==> config.mk <==
export PLATFORM = sky130hd
export DESIGN_NAME = smg_disp_arbiter
export DESIGN_NICKNAME = d
export VERILOG_FILES = /design/src/rtl/smg_disp_arbiter.sv
export SDC_FILE = /design/constraint.sdc
export NUM_CORES = 1
export LEC_CHECK = 0
export BUFFER_PORTS_ARGS = -buffer_cell sky130_fd_sc_hd__clkbuf_2
export CORE_MARGIN = 8
export CORE_UTILIZATION = 46
export CTS_BUF_LIST = sky130_fd_sc_hd__clkbuf_16
export CTS_CLUSTER_DIAMETER = 100
export DETAILED_ROUTE_END_ITERATION = 12
export HOLD_SLACK_MARGIN = 0.15
export PLACE_DENSITY = 0.76
export SLEW_MARGIN = 20
export SYNTH_ARGS = -nofsm -noshare
export SYNTH_HDL_FRONTEND = slang
export SYNTH_SLANG_ARGS = --single-unit
export TNS_END_PERCENT = 10
==> constraint.sdc <==
create_clock -name clk -period 1.8 [get_ports clk]
set_input_delay 0.36 -clock clk [delete_from_list [all_inputs] [get_ports clk]]
set_output_delay 0.36 -clock clk [all_outputs]
set_load 0.02 [all_outputs]
==> src/rtl/smg_disp_arbiter.sv <==
// smg_disp_arbiter
//   Round-robin arbiter that shares one 6-digit 7-segment display between
//   three requesters. Each requester offers a 24-bit BCD frame over a
//   valid/ready handshake. Each accepted frame is held on number_sig for at
//   least max(HOLD_MS,1) milliseconds before the next grant.
// Ports
//   clk        : system clock, posedge
//   rst        : asynchronous reset, active-high
//   req_valid  : per-requester frame valid (bit i = requester i)
//   req_data0/1/2 : requester BCD frames, [23:20] = leftmost digit
//   req_ready  : one-hot accept pulse, high only in the GRANT cycle
//   number_sig : frame currently displayed (to scan/decode Number_Sig)
//   cur_owner  : requester index owning number_sig
//   busy       : high whenever the arbiter is not idle
//   bcd_err    : sticky, a captured frame contained a nibble > 9
module smg_disp_arbiter #(
    parameter logic [15:0] T1MS    = 16'd50000,
    parameter logic [15:0] HOLD_MS = 16'd500
) (
    input  logic        clk,
    input  logic        rst,
    input  logic [2:0]  req_valid,
    input  logic [23:0] req_data0,
    input  logic [23:0] req_data1,
    input  logic [23:0] req_data2,
    output logic [2:0]  req_ready,
    output logic [23:0] number_sig,
    output logic [1:0]  cur_owner,
    output logic        busy,
    output logic        bcd_err
);

    // HOLD_MS of zero still gives a one-millisecond hold.
    localparam logic [15:0] HOLD_EFF = (HOLD_MS == 16'd0) ? 16'd1 : HOLD_MS;

    typedef enum logic [1:0] {IDLE, GRANT, HOLD} state_t;

    state_t           state, state_nxt;
    logic [1:0]       gnt, gnt_nxt;
    logic [1:0]       last_owner;
    logic [15:0]      pre_cnt, ms_cnt;
    logic [2:0][23:0] data_arr;
    logic [1:0]       c1, c2, c3;
    logic             xfer, pre_wrap, hold_done, frame_bad;

    assign data_arr = {req_data2, req_data1, req_data0};

    function automatic logic [1:0] nxt_idx(input logic [1:0] i);
        return (i == 2'd2) ? 2'd0 : i + 2'd1;
    endfunction

    // Rotation order starting just after the last owner.
    assign c1 = nxt_idx(last_owner);
    assign c2 = nxt_idx(c1);
    assign c3 = nxt_idx(c2);

    assign xfer      = (state == GRANT) && req_valid[gnt];
    assign pre_wrap  = (pre_cnt == T1MS - 16'd1);
    assign hold_done = pre_wrap && (ms_cnt == HOLD_EFF - 16'd1);
    assign busy      = (state != IDLE);

    always_comb begin
        frame_bad = 1'b0;
        for (int k = 0; k < 6; k++)
            if (data_arr[gnt][4*k +: 4] > 4'd9) frame_bad = 1'b1;
    end

    always_comb begin
        state_nxt = state;
        gnt_nxt   = gnt;
        req_ready = 3'b000;
        case (state)
            IDLE: begin
                if (|req_valid) begin
                    if (req_valid[c1])      gnt_nxt = c1;
                    else if (req_valid[c2]) gnt_nxt = c2;
                    else                    gnt_nxt = c3;
                    state_nxt = GRANT;
                end
            end
            GRANT: begin
                req_ready = 3'b001 << gnt;
                // A withdrawn request forfeits the grant without a transfer.
                state_nxt = req_valid[gnt] ? HOLD : IDLE;
            end
            HOLD: begin
                if (hold_done) state_nxt = IDLE;
            end
            default: state_nxt = IDLE;
        endcase
    end

    always_ff @(posedge clk or posedge rst) begin
        if (rst) begin
            state      <= IDLE;
            gnt        <= 2'd0;
            last_owner <= 2'd2;
            number_sig <= 24'h000000;
            cur_owner  <= 2'd0;
            bcd_err    <= 1'b0;
            pre_cnt    <= 16'd0;
            ms_cnt     <= 16'd0;
        end else begin
            state <= state_nxt;
            gnt   <= gnt_nxt;
            if (xfer) begin
                number_sig <= data_arr[gnt];
                cur_owner  <= gnt;
                last_owner <= gnt;
                if (frame_bad) bcd_err <= 1'b1;
            end
            // Prescaler and ms counter only run in HOLD; cleared on exit.
            if (state == HOLD && !hold_done) begin
                if (pre_wrap) begin
                    pre_cnt <= 16'd0;
                    ms_cnt  <= ms_cnt + 16'd1;
                end else begin
                    pre_cnt <= pre_cnt + 16'd1;
                end
            end else begin
                pre_cnt <= 16'd0;
                ms_cnt  <= 16'd0;
            end
        end
    end

endmodule
==> Yosys cells after proc, flatten, opt, wreduce, memory -nomap -nowiden <==
Index checks and enable logic that the tools add are counted.
{ "classes": {"add_sub_neg": 5, "reduce_logical": 10, "n_eq_ne": 10, "n_shift": 1, "n_lt_le_gt_ge": 9, "n_mux": 28} }
{ "ops": {"columns": ["op", "count"], "rows": [
  ["16-bit two-way mux", 4],
  ["24-bit binary-select mux with 2-bit select", 1],
  ["16-bit by 1-bit adder with 16-bit output, second input constant", 2],
  ["4-bit > comparator, second input constant", 6],
  ["24-bit two-way mux", 1],
  ["16-bit == test, second input constant", 1],
  ["16-bit by 9-bit == test with 1-bit output, second input constant", 1],
  ["2-bit two-way mux", 8],
  ["2-bit by 3-bit < comparator with 1-bit output, second input constant", 3],
  ["1-bit two-way mux", 9],
  ["2-bit == test, second input constant", 4],
  ["2-bit by 1-bit adder with 2-bit output, second input constant", 3],
  ["1-bit binary-select mux with 2-bit select", 3],
  ["2-bit != test, second input constant", 3],
  ["2-bit one-hot mux with 3 select lines", 1],
  ["2-bit AND reduction", 3],
  ["1-bit logical AND", 3],
  ["3-bit two-way mux", 1],
  ["3-bit OR reduction", 1],
  ["1-bit by 2-bit << shifter with 3-bit output, first input constant", 1],
  ["2-bit by 1-bit == test with 1-bit output, second input constant", 1],
  ["2-bit logical NOT", 1],
  ["2-bit nonzero test", 1],
  ["1-bit logical NOT", 1]
]} }
{ "totals": {"reg_bits": 65, "elab_cells": 71} }

==> Longest topological paths before layout <==
{ "depth": {"ltp_word": 10, "depth_mapped": 7} }

==> Worst setup path after synthesis <==
Ideal clock, no wire load.
{ "synth_path": {"path_type": "flip-flop to output port", "startpoint": "reg gnt[1]", "endpoint": "out req_ready[2]", "n_path_buf": 3, "t_arrival_ps": 1618, "path_slack_ps": -178, "path_stages_with_launch": 5, "path_cell_list": "dfrtp_1 -> buf_4 -> buf_4 -> buf_2 -> nor3b_1"} }
{ "synth_between": {"elab_chain_cells": 2} }
{ "synth_lines": {"columns": ["item", "line", "source"], "rows": [
  ["from (decl)", "39", "logic [1:0] gnt, gnt_nxt;"],
  ["from (signal assigned)", "105", "gnt <= gnt_nxt;"],
  ["1-bit by 2-bit << shifter with 3-bit output", "82", "req_ready = 3'b001 << gnt;"],
  ["3-bit two-way mux", "72", "case (state)"],
  ["to (decl)", "26", "output logic [2:0] req_ready,"]
]} }
Every way passes these cells.

==> Worst setup path in the final report <==
{ "layout_path": {"startpoint": "reg pre_cnt[1]", "endpoint": "reg ms_cnt[0]"} }
{ "layout_between": {"elab_chain_cells": 5} }
{ "layout_lines": {"columns": ["item", "line", "source"], "rows": [
  ["from (decl)", "41", "logic [15:0] pre_cnt, ms_cnt;"],
  ["from (signal assigned)", "118", "pre_cnt <= pre_cnt + 16'd1;"],
  ["16-bit == test (*)", "58", "assign pre_wrap = (pre_cnt == T1MS - 16'd1);"],
  ["1-bit logical AND", "59", "assign hold_done = pre_wrap && (ms_cnt == HOLD_EFF - 16'd1);"],
  ["1-bit logical NOT", "113", "if (state == HOLD && !hold_done) begin"],
  ["1-bit logical AND", "113", null],
  ["2-bit != test (no source line) / 16-bit two-way mux (equally long branches)", null, null],
  ["to (signal assigned)", "116", "ms_cnt <= ms_cnt + 16'd1;"],
  ["to (decl)", "41", null]
]} }
Every way passes the cells marked *; elsewhere a longest branch is shown, timed or not.
A chain may end at the register's enable or synchronous reset.

==> impl_metrics.json <==
{
  "clock_path_buffers": 2,
  "ctsRootBufferMaster": "clkbuf_16",
  "dp_hpwl_microns": 6990,
  "ys_seq_area_share_pct": 47.27,
  "io_pins": 108,
  "syn_avg_cell_area_sq_um": 9.419,
  "synthAdderAreaFrac_pct": 0.7380,
  "critPathLaunchType": "register",
  "drv_cap": 0,
  "numClockSinks": 64,
  "drt_pass1_iterations": 4,
  "antenna_found_initial": 0,
  "synth_top_family_by_area": "simple AND/OR/NAND/NOR gates",
  "synthDominantCellAreaShare_pct": 46.49,
  "grt_pass1_wl_microns": 15140,
  "dp_slack_ns": -0.04602,
  "dr.first_iter.drc_count": 105,
  "fillers": 621,
  "endpoint_kind": "register",
  "synth-xor-area-share_pct": 6.716,
  "crit_required_ns": 2.01,
  "synth_top_cell_by_area": "dfrtp_1",
  "layout_commonest_cell": "clkbuf_2",
  "synth_simple_gate_area_share_pct": 21.44,
  "clkLatencyLatePin_ns": 0.32,
  "synth_area_sq_um": 3391,
  "overflow": 0,
  "final_hold_viol_count": 0,
  "diodes": 0,
  "port_buffers": 107,
  "cts_tree": "built",
  "maxSlewViolCount": 0,
  "min_path_type": "primary input to register",
  "outcome": "finished, final reports clean",
  "drtAntennaViolNets": 0,
  "grt_pass1_vias": 3268,
  "critical_path.top_delay_family": "simple AND/OR/NAND/NOR gates",
  "p_per_area_nw_per_um2": 1411,
  "worstSetupPathType": "register to register",
  "cts_max_level": 3,
  "synth-seq-cells": 64,
  "drc": 0,
  "ys_types": 41,
  "synth.area.mux_share_pct": 7.380,
  "fin_skew_ns": 0.006445,
  "cp_max_fo": 8,
  "cpPeakStageDelay_ns": 0.36,
  "totalWireLength_microns": 9104,
  "fmax_mhz": 558.1,
  "fin_crit_sh_pct": 99.54,
  "slew_headroom_pct": 69.86,
  "vdd_drop_max_v": 0.0009015,
  "cts_inserted_buffers": 9,
  "fin_util_pct": 64.22,
  "start_util_pct": 47.00,
  "syn2layout_area_growth_pct": 36.64,
  "dieArea_sq_um": 10370,
  "placed_area_sq_um": 4195,
  "fin_area_sq_um": 4633,
  "path_cells": "ha_2 -> and4_4 -> nand4_4 -> or2_4 -> o31ai_4 -> buf_6 -> o21ai_2",
  "core_sq_um": 7214,
  "synth_compound_area_share_pct": 12.92,
  "synth_fp_nets": 439,
  "leakagePower_nw": 2.190,
  "finalSetupViolCount": 0,
  "nNetsFinal": 568,
  "grt_setup_unrepaired": "true",
  "fin_ws_ns": 0.008336,
  "die_y_microns": 101.9,
  "clkTransAtPathRegs_ns": 0.05,
  "rows": 31,
  "path_buf_inv": 1,
  "vias": 3049,
  "die_w_microns": 101.9,
  "netlist_instances": 360,
  "mostFrequentLayoutCells": "clkbuf_2, dfrtp_1, nor2_1",
  "grt_max_degree": 48,
  "detail_route.vias_per_cell": 5.142,
  "tightest_slew_ns": 0.4512,
  "period_needed_ns": 1.792,
  "drive_above_1_share_pct": 35.22,
  "ys_top_cells_by_area": "dfrtp_1, mux2i_1, xnor2_1",
  "grt_use_total_pct": 18.54,
  "gp_congestion": 0.8663,
  "yosys_warnings": 0,
  "cp.arrival_ns": 2.00,
  "wire_per_inst_microns": 15.35,
  "cp_slowest_cell": "dfrtp_1"
}
==> through the flow <==
stage               hold slack [ns]  instances  setup TNS (ns)  total power, mW
detailed placement           0.3650        568        -0.08138            4.709
CTS                          0.2908        590       -0.002292            6.443
floorplan                    0.4521        360         -0.6003            3.766
global placement             0.3598        568               0            4.634
finish                       0.2965        593               0            6.537
global route                 0.3339        593          -1.149            6.943
==> worst min-delay path, delay by kind of cell <==
| family | cells | cell delay, ns |
|---|---|---|
| buffers and inverters | 1 | 0.12 |
| AND/OR/NAND/NOR | 2 | 0.13 |
==> worst paths after layout <==
check / cells after the start / slack [ns] / startpoint / to
setup / recovery: 7 / 0.008 / pre_cnt[1] / ms_cnt[0]
hold / removal: 3 / 0.30 / req_valid[2] / last_owner[1]
setup reg to reg: 7 / 0.008 / pre_cnt[1] / ms_cnt[0]
hold reg to reg: 2 / 0.48 / number_sig[5] / number_sig[5]
max in group asynchronous: 4 / 0.61 / rst / last_owner[1]
min in group asynchronous: 3 / 0.57 / rst / number_sig[10]
==> power by group <==
part | total [mW] | internal [mW] | switching [mW]
clock | 1.63 | 1.05 | 0.579
sequential | 1.97 | 1.76 | 0.212
combinational | 2.94 | 1.29 | 1.65
total | 6.54 | 4.09 | 2.44
==> final cells by class <==
class / instances / area, sq um / share of cell area, %
multi-input cells: 270 / 1760 / 38.00
clock buffers: 9 / 225.2 / 4.861
clock inverters: 7 / 56.30 / 1.215
well taps: 99 / 123.9 / 2.674
inverters: 8 / 33.78 / 0.7291
flip-flops and latches: 64 / 1603 / 34.59
repair buffers: 136 / 830.8 / 17.93
==> what timing repair did <==
action	CTS	global route
pin swaps	0	8
setup buffers	5	3
hold endpoints to repair	17	0
hold buffers	1	0
setup endpoints to repair	5	22
resized for setup	5	16
==> routing by layer <==
layer,up-vias,track usage (%),wire [microns]
met5,-,0,0
met4,0,7.788,265
met3,23,7.221,679
met2,108,29.28,4256
met1,1409,22.06,3903
li1,1509,-,-
==> state kept, by name, summed over array words and instances (netlist names) <==
name / flops
ms_cnt: 16
gnt: 2
cur_owner: 2
pre_cnt: 16
bcd_err: 1
number_sig: 24
state: 2
last_owner: 1
==> cell usage after synthesis (all sizes together) <==
library cell / number
o22ai: 1
nor2: 43
mux2i: 25
or3: 2
or2: 1
o22a: 2
nand4: 4
a21oi: 17
xor2: 5
nor2b: 5
nor3: 14
clkbuf: 8
nor4: 7
and4: 2
buf: 10
a22o: 1
dfstp: 1
inv: 8
o31ai: 1
ha: 2
xnor2: 21
or4: 1
a2bb2oi: 17
and4bb: 2
and2: 2
nand3: 14
dfrtp: 63
nand2b: 3
nor3b: 1
nand2: 43
o21ai: 30
and3: 4
==> cells by family after synthesis <==
family / count (synthesis)
and+or+nand+nor: 148
AOI/OAI and AO/OA: 69
DFF: 64
xor gates and xnor gates: 26
buffers and inverters: 26
muxes: 25
adders and majority gates: 2
Power figures use the tool's default switching activity.
